File: config.mk
export PLATFORM = sky130hd
export DESIGN_NAME = hack_program_loader
export DESIGN_NICKNAME = d
export VERILOG_FILES = /design/src/rtl/hack_pkg.sv /design/src/rtl/hack_program_loader_byte_pair.sv /design/src/rtl/hack_program_loader.sv
export SDC_FILE = /design/constraint.sdc
export NUM_CORES = 1
export LEC_CHECK = 0
export CAP_MARGIN = 20
export CORE_UTILIZATION = 51
export DETAILED_ROUTE_END_ITERATION = 7
export GPL_TIMING_DRIVEN = 0
export PLACE_DENSITY = 0.73
export REMOVE_ABC_BUFFERS = 1
export SYNTH_ARGS = -nofsm -noshare
export SYNTH_HDL_FRONTEND = slang
export SYNTH_SLANG_ARGS = --single-unit
File: constraint.sdc
create_clock -name clock -period 7.8 [get_ports clock]
set_clock_uncertainty 0.05 [all_clocks]
set_input_delay 1.17 -clock clock [delete_from_list [all_inputs] [get_ports clock]]
set_output_delay 1.17 -clock clock [all_outputs]
set_load 0.01 [all_outputs]
File: src/rtl/hack_pkg.sv
// Shared types for the Hack program loader: loader state encoding, word width, default RAM address width.
// Latency: n/a (declarations only).
// Backpressure: n/a.
package hack_pkg;

    localparam int HACK_WORD_W = 16;
    localparam int HACK_ADDR_W = 7;

    typedef logic [HACK_WORD_W-1:0] hack_word_t;

    typedef enum logic [3:0] {
        ST_IDLE,
        ST_HDR_S_HI,
        ST_HDR_S_LO,
        ST_HDR_C_HI,
        ST_HDR_C_LO,
        ST_DATA_HI,
        ST_DATA_LO,
        ST_WRITE,
        ST_CHECK,
        ST_START,
        ST_RUN,
        ST_ERROR
    } loader_state_t;

endpackage

File: src/rtl/hack_program_loader_byte_pair.sv
// loader_byte_pair: holds the high byte of a big-endian pair and presents {hi, current byte} as a word.
// Latency: word is combinational on the low byte; hi byte and running XOR update on the accepting edge.
// Backpressure: none; the parent decides when bytes are taken. Running XOR exists only with LOADER_CHECKSUM_EN.
module loader_byte_pair
    import hack_pkg::*;
(
    input  logic       clock,
    input  logic       reset,
    input  logic       clear,
    input  logic       take_hi,
    input  logic [7:0] in_data,
`ifdef LOADER_CHECKSUM_EN
    input  logic       take_data,
    output logic [7:0] checksum,
`endif
    output hack_word_t word
);

    logic [7:0] hi_byte;

    // Capture the high byte of the current pair; cleared between images.
    always_ff @(posedge clock) begin
        if (reset || clear) begin
            hi_byte <= 8'h00;
        end else if (take_hi) begin
            hi_byte <= in_data;
        end
    end

    assign word = {hi_byte, in_data};

`ifdef LOADER_CHECKSUM_EN
    // Running XOR over every data byte (header bytes are excluded).
    always_ff @(posedge clock) begin
        if (reset || clear) begin
            checksum <= 8'h00;
        end else if (take_data) begin
            checksum <= checksum ^ in_data;
        end
    end
`endif

endmodule

File: src/rtl/hack_program_loader.sv
// hack_program_loader: parses a big-endian START/COUNT/data image, writes words to Hack RAM, loads PC, releases CPU.
// Latency: RAM write one cycle after each low data byte; pc_load one cycle after last write (or CHECK); cpu_run one cycle later.
// Backpressure: in_ready registered, high only in header/data/check states; LOADER_CHECKSUM_EN adds the trailing XOR CHECK byte.
module hack_program_loader
    import hack_pkg::*;
#(
    parameter int ADDR_W = HACK_ADDR_W,
    parameter int WORD_W = HACK_WORD_W
) (
    input  logic              clock,
    input  logic              reset,
    input  logic [7:0]        in_data,
    input  logic              in_valid,
    output logic              in_ready,
    output logic              ram_load,
    output logic [ADDR_W-1:0] ram_address,
    output logic [WORD_W-1:0] ram_input,
    output logic              pc_load,
    output logic [WORD_W-1:0] pc_in,
    output logic              cpu_run,
    output logic              error
);

    localparam logic [16:0] DEPTH = 17'd1 << ADDR_W;

    loader_state_t     state;
    hack_word_t        start_addr;
    hack_word_t        remaining;
    hack_word_t        word;
    logic [ADDR_W-1:0] ptr;
    logic              accept;
    logic              take_hi;
    logic              range_bad;
`ifdef LOADER_CHECKSUM_EN
    logic              take_data;
    logic [7:0]        checksum;
`endif

    assign accept  = in_valid && in_ready;
    assign take_hi = accept && (state == ST_HDR_S_HI || state == ST_HDR_C_HI || state == ST_DATA_HI);
`ifdef LOADER_CHECKSUM_EN
    assign take_data = accept && (state == ST_DATA_HI || state == ST_DATA_LO);
`endif

    // Image must fit entirely inside RAM; no wrap-around writes. Only meaningful in HDR_C_LO (word = COUNT).
    assign range_bad = ({1'b0, start_addr} >= DEPTH) ||
                       (({1'b0, start_addr} + {1'b0, word}) > DEPTH);

    loader_byte_pair u_pair (
        .clock     (clock),
        .reset     (reset),
        .clear     (state == ST_IDLE),
        .take_hi   (take_hi),
        .in_data   (in_data),
`ifdef LOADER_CHECKSUM_EN
        .take_data (take_data),
        .checksum  (checksum),
`endif
        .word      (word)
    );

    // Loader FSM with registered outputs; in_ready is set for the state being entered.
    always_ff @(posedge clock) begin
        if (reset) begin
            state       <= ST_IDLE;
            in_ready    <= 1'b0;
            ram_load    <= 1'b0;
            ram_address <= '0;
            ram_input   <= '0;
            pc_load     <= 1'b0;
            pc_in       <= '0;
            cpu_run     <= 1'b0;
            error       <= 1'b0;
            start_addr  <= '0;
            remaining   <= '0;
            ptr         <= '0;
        end else begin
            ram_load <= 1'b0;
            pc_load  <= 1'b0;
            case (state)
                ST_IDLE: begin
                    state    <= ST_HDR_S_HI;
                    in_ready <= 1'b1;
                end
                ST_HDR_S_HI: if (accept) state <= ST_HDR_S_LO;
                ST_HDR_S_LO: if (accept) begin
                    start_addr <= word;
                    state      <= ST_HDR_C_HI;
                end
                ST_HDR_C_HI: if (accept) state <= ST_HDR_C_LO;
                ST_HDR_C_LO: if (accept) begin
                    remaining <= word;
                    ptr       <= start_addr[ADDR_W-1:0];
                    if (range_bad) begin
                        state    <= ST_ERROR;
                        error    <= 1'b1;
                        in_ready <= 1'b0;
                    end else if (word == '0) begin
`ifdef LOADER_CHECKSUM_EN
                        state    <= ST_CHECK;
`else
                        state    <= ST_START;
                        pc_load  <= 1'b1;
                        pc_in    <= start_addr;
                        in_ready <= 1'b0;
`endif
                    end else begin
                        state <= ST_DATA_HI;
                    end
                end
                ST_DATA_HI: if (accept) state <= ST_DATA_LO;
                ST_DATA_LO: if (accept) begin
                    ram_load    <= 1'b1;
                    ram_address <= ptr;
                    ram_input   <= word;
                    ptr         <= ptr + 1'b1;
                    remaining   <= remaining - 16'd1;
                    in_ready    <= 1'b0;
                    state       <= ST_WRITE;
                end
                ST_WRITE: begin
                    if (remaining != '0) begin
                        state    <= ST_DATA_HI;
                        in_ready <= 1'b1;
                    end else begin
`ifdef LOADER_CHECKSUM_EN
                        state    <= ST_CHECK;
                        in_ready <= 1'b1;
`else
                        state    <= ST_START;
                        pc_load  <= 1'b1;
                        pc_in    <= start_addr;
`endif
                    end
                end
`ifdef LOADER_CHECKSUM_EN
                ST_CHECK: if (accept) begin
                    in_ready <= 1'b0;
                    if (in_data == checksum) begin
                        state   <= ST_START;
                        pc_load <= 1'b1;
                        pc_in   <= start_addr;
                    end else begin
                        state <= ST_ERROR;
                        error <= 1'b1;
                    end
                end
`endif
                ST_START: begin
                    state   <= ST_RUN;
                    cpu_run <= 1'b1;
                end
                ST_RUN: begin
                    cpu_run  <= 1'b1;
                    in_ready <= 1'b0;
                end
                ST_ERROR: begin
                    error    <= 1'b1;
                    cpu_run  <= 1'b0;
                    in_ready <= 1'b0;
                end
                default: begin
                    state    <= ST_ERROR;
                    error    <= 1'b1;
                    cpu_run  <= 1'b0;
                    in_ready <= 1'b0;
                end
            endcase
        end
    end

endmodule
==> flow_metrics.tcl <==
set metrics [dict create \
    status "finished clean" \
    busiest_layer "met2" \
    final.period_utilization_pct 63.5 \
    regToRegStartpoint "start_addr[2]" \
    yosysSeqAreaShare_pct 34.9 \
    p_leak_nw 2.37 \
    setup_viol 0 \
    drt-initial-drc-count 379 \
    startpoint "in_data[0]" \
    hold_path.startpoint "ram_address[2]" \
    fin_setup_tns_ns 0 \
    synth-adder-area-share_pct 4.50 \
    startpoint_type "primary input" \
    synth_compound_area_share_pct 22.4 \
    synth_cell_types 64 \
    ctsLongestPathBuffers 2 \
    grt-ovfl-total 0 \
    end_kind "flip-flop" \
    slowest_delay_ns 0.78 \
    wl_per_cell_um 17.4 \
    firstDrtPassIters 5 \
    cp_top_family "simple AND/OR/NAND/NOR gates" \
    placed_area_um2 6050 \
    relSlewSlack_pct 31.6 \
    dp_hpwl_um 10600 \
    area_growth_pct 14.9 \
    gr-usage-met1_pct 38.6 \
    ios 55 \
    ys.flop_type "dfxtp_1" \
    grtUsageMet3_pct 4.14 \
    gp_congestion 0.892 \
    track_usage_pct 28.2 \
    grt_use_met2_pct 44.3 \
    rsz0062_at_grt "no" \
    ys_warn_count 0 \
    post_cts_buffers 0 \
    syn_area_per_cell_um2 7.52 \
    die_height_um 105 \
    clk_pin_slew_ns 0.10 \
    async_flop_share_pct 0 \
    stdcell_area_um2 6260 \
    numCtsBuffers 9 \
    insertion_delay_ns 0.39 \
    crit_chain "clkdlybuf4s50_1, ha_1, fa_1, and3_1, a2111oi_0, o221ai_1, o211ai_1, and4b_1, nand4_1, mux2i_1, nand2_1" \
    synth_top_area_share_pct 34.9 \
    start_util_pct 52.8 \
    antenna_cells 0 \
    synthMuxAreaShare_pct 3.67 \
    worst_pin_slew_ns 1.02 \
    wirelength_um 15400 \
    final_cell_mix "nand2_1 (137), dfxtp_1 (95), a21oi_1 (86)" \
    die-area_um2 11100 \
    synth.cell_area_um2 5450 \
    synth_top_family_by_area "simple AND/OR/NAND/NOR gates" \
    crit_path_max_fanout 16 \
    rows 37 \
    layout_min_cycle_time_ns 4.96 \
    power_density_nw_per_um2 139 \
    synth.area.top_cells "dfxtp_1 (35%), nand2_1 (9.4%), a21oi_1 (7.9%)" \
    postSynthCellCount 724 \
    hold_class "reg -> reg" \
    vdd_ir_drop_max_mv 0.0888 \
    portBuffers 54 \
    core-area_um2 10300 \
    ys_seq_elements 95 \
    cts_htree_levels 3 \
    cts.sinks 95 \
    cts_root_buf "clkbuf_8" \
    grt_pass1_wl_um 24800 \
    fp.dieW_um 105 \
    via_count 5498 \
    crit_type "in -> reg" \
    synth_edf_count 0 \
    cpMaxStageDelayCell "nand4_1" \
    postRouteAntennaNets 0 \
    final_common_cell "nand2_1" \
    grt_start_max_net_pins 86 \
    drv_cap 0 \
    holdBufCountCts 0 \
    synthSimpleGateAreaFrac_pct 29.4 \
    yosys.area.top_type "dfxtp_1" \
    cts_tree "done" \
    fillers 939 \
    grt_pass1_vias 4918 \
    drv_slew 0 \
    critPathArrivalTime_ns 5.19 \
    hold_violations 0 \
    final_nets 776 \
    cts_resized 0 \
    required_ns 8.03 \
    drc 0 \
    antenna_found_initial 0 \
    whs_ns 0.406 \
    synth-xor-area-share_pct 0.804 \
    path_buf_inv 1 \
    routed_via_density 6.20 \
    max_freq_mhz 202 \
    drive_gt1_share_pct 4.53 \
]
[area by class of cell]
class	count	area (um^2)	share of cell area (%)
Timing Repair Buffer	60	631	10.1
Tap cell	136	170	2.72
Clock inverter	5	57.6	0.919
Clock buffer	11	131	2.10
Multi-Input combinational cell	567	3320	53.0
Inverter	13	48.8	0.780
Sequential cell	95	1900	30.4
[report_power, final]
group | switching, W | internal (W)
Sequential | 0.00000396 | 0.000486
Clock | 0.000179 | 0.000149
Combinational | 0.0000353 | 0.0000181
Total | 0.000218 | 0.000653
[metrics by stage]
step | total power (W) | std cells | setup slack [ns] | utilization, %
after floorplan | 0.000525 | 675 | 3.88 | -
after global placement | 0.000551 | 865 | 0.899 | 57.8
after detailed placement | 0.000552 | 870 | 2.41 | 58.6
after CTS | 0.000873 | 886 | 2.83 | 60.4
after global routing | 0.000901 | 887 | 2.60 | 60.6
final | 0.000871 | 887 | 2.84 | 60.6
[registers in the layout, summed over array words and instances, names as in the netlist]
name and count:
ram_address 7, remaining 16, state 4, ptr 7, start_addr 16, ram_input 16, pc_load 1, pc_in 16
error 1, ram_load 1, in_ready 1, cpu_run 1, u_pair.hi_byte 8
[worst reg2reg max path, cell delays in order (launching register included)]
cell and delay, ns:
dfxtp_1 0.42, ha_1 0.33, a21oi_1 0.32, a21oi_1 0.14
o21a_1 0.20, o41a_1 0.43, a2111oi_0 0.48, nand4_1 0.87
mux2i_1 0.44, nand2_1 0.07
[cell usage after synthesis (3+ instances only)]
cell type,n
a2111oi_0,3
a211oi_1,21
a21o_1,4
a21oi_1,86
a221oi_1,3
a31oi_1,4
a32oi_1,8
and2_1,3
and3_1,12
clkbuf_1,45
dfxtp_1,95
ha_1,18
inv_1,11
mux2i_1,20
nand2_1,137
nand2b_1,7
nand3_1,33
nand4_1,16
nor2_1,59
nor2b_1,4
nor3_1,15
nor3b_1,17
nor4_1,9
o211ai_1,4
o21ai_0,21
o221ai_1,5
o22ai_1,8
or3_1,7
xor2_1,3
[path summary, 6_finish.rpt]
| path | cells past startpoint | slack [ns] | to |
|---|---|---|---|
| worst max-delay path | 11 | 2.84 | pc_in[3] |
| worst max register to register | 9 | 3.94 | pc_in[3] |
| worst min-delay path | 2 | 0.41 | ram_address[2] |
| worst min register to register | 2 | 0.41 | ram_address[2] |
[metal layers]
layer,routed length [um],share of wire [%]
met1,7150,46
met2,7060,46
met3,840,5.5
met4,337,2.2
met5,0,0
[logic make-up after synthesis]
| kind of cell | after synthesis |
|---|---|
| buffers and inverters | 62 |
| adder cells (fa/ha/maj) | 19 |
| AND/OR/NAND/NOR | 332 |
| flip-flops | 95 |
| multiplexers | 20 |
| AO/OA/AOI/OAI | 191 |
| XOR/XNOR | 5 |
Power figures use the tool's default switching activity.
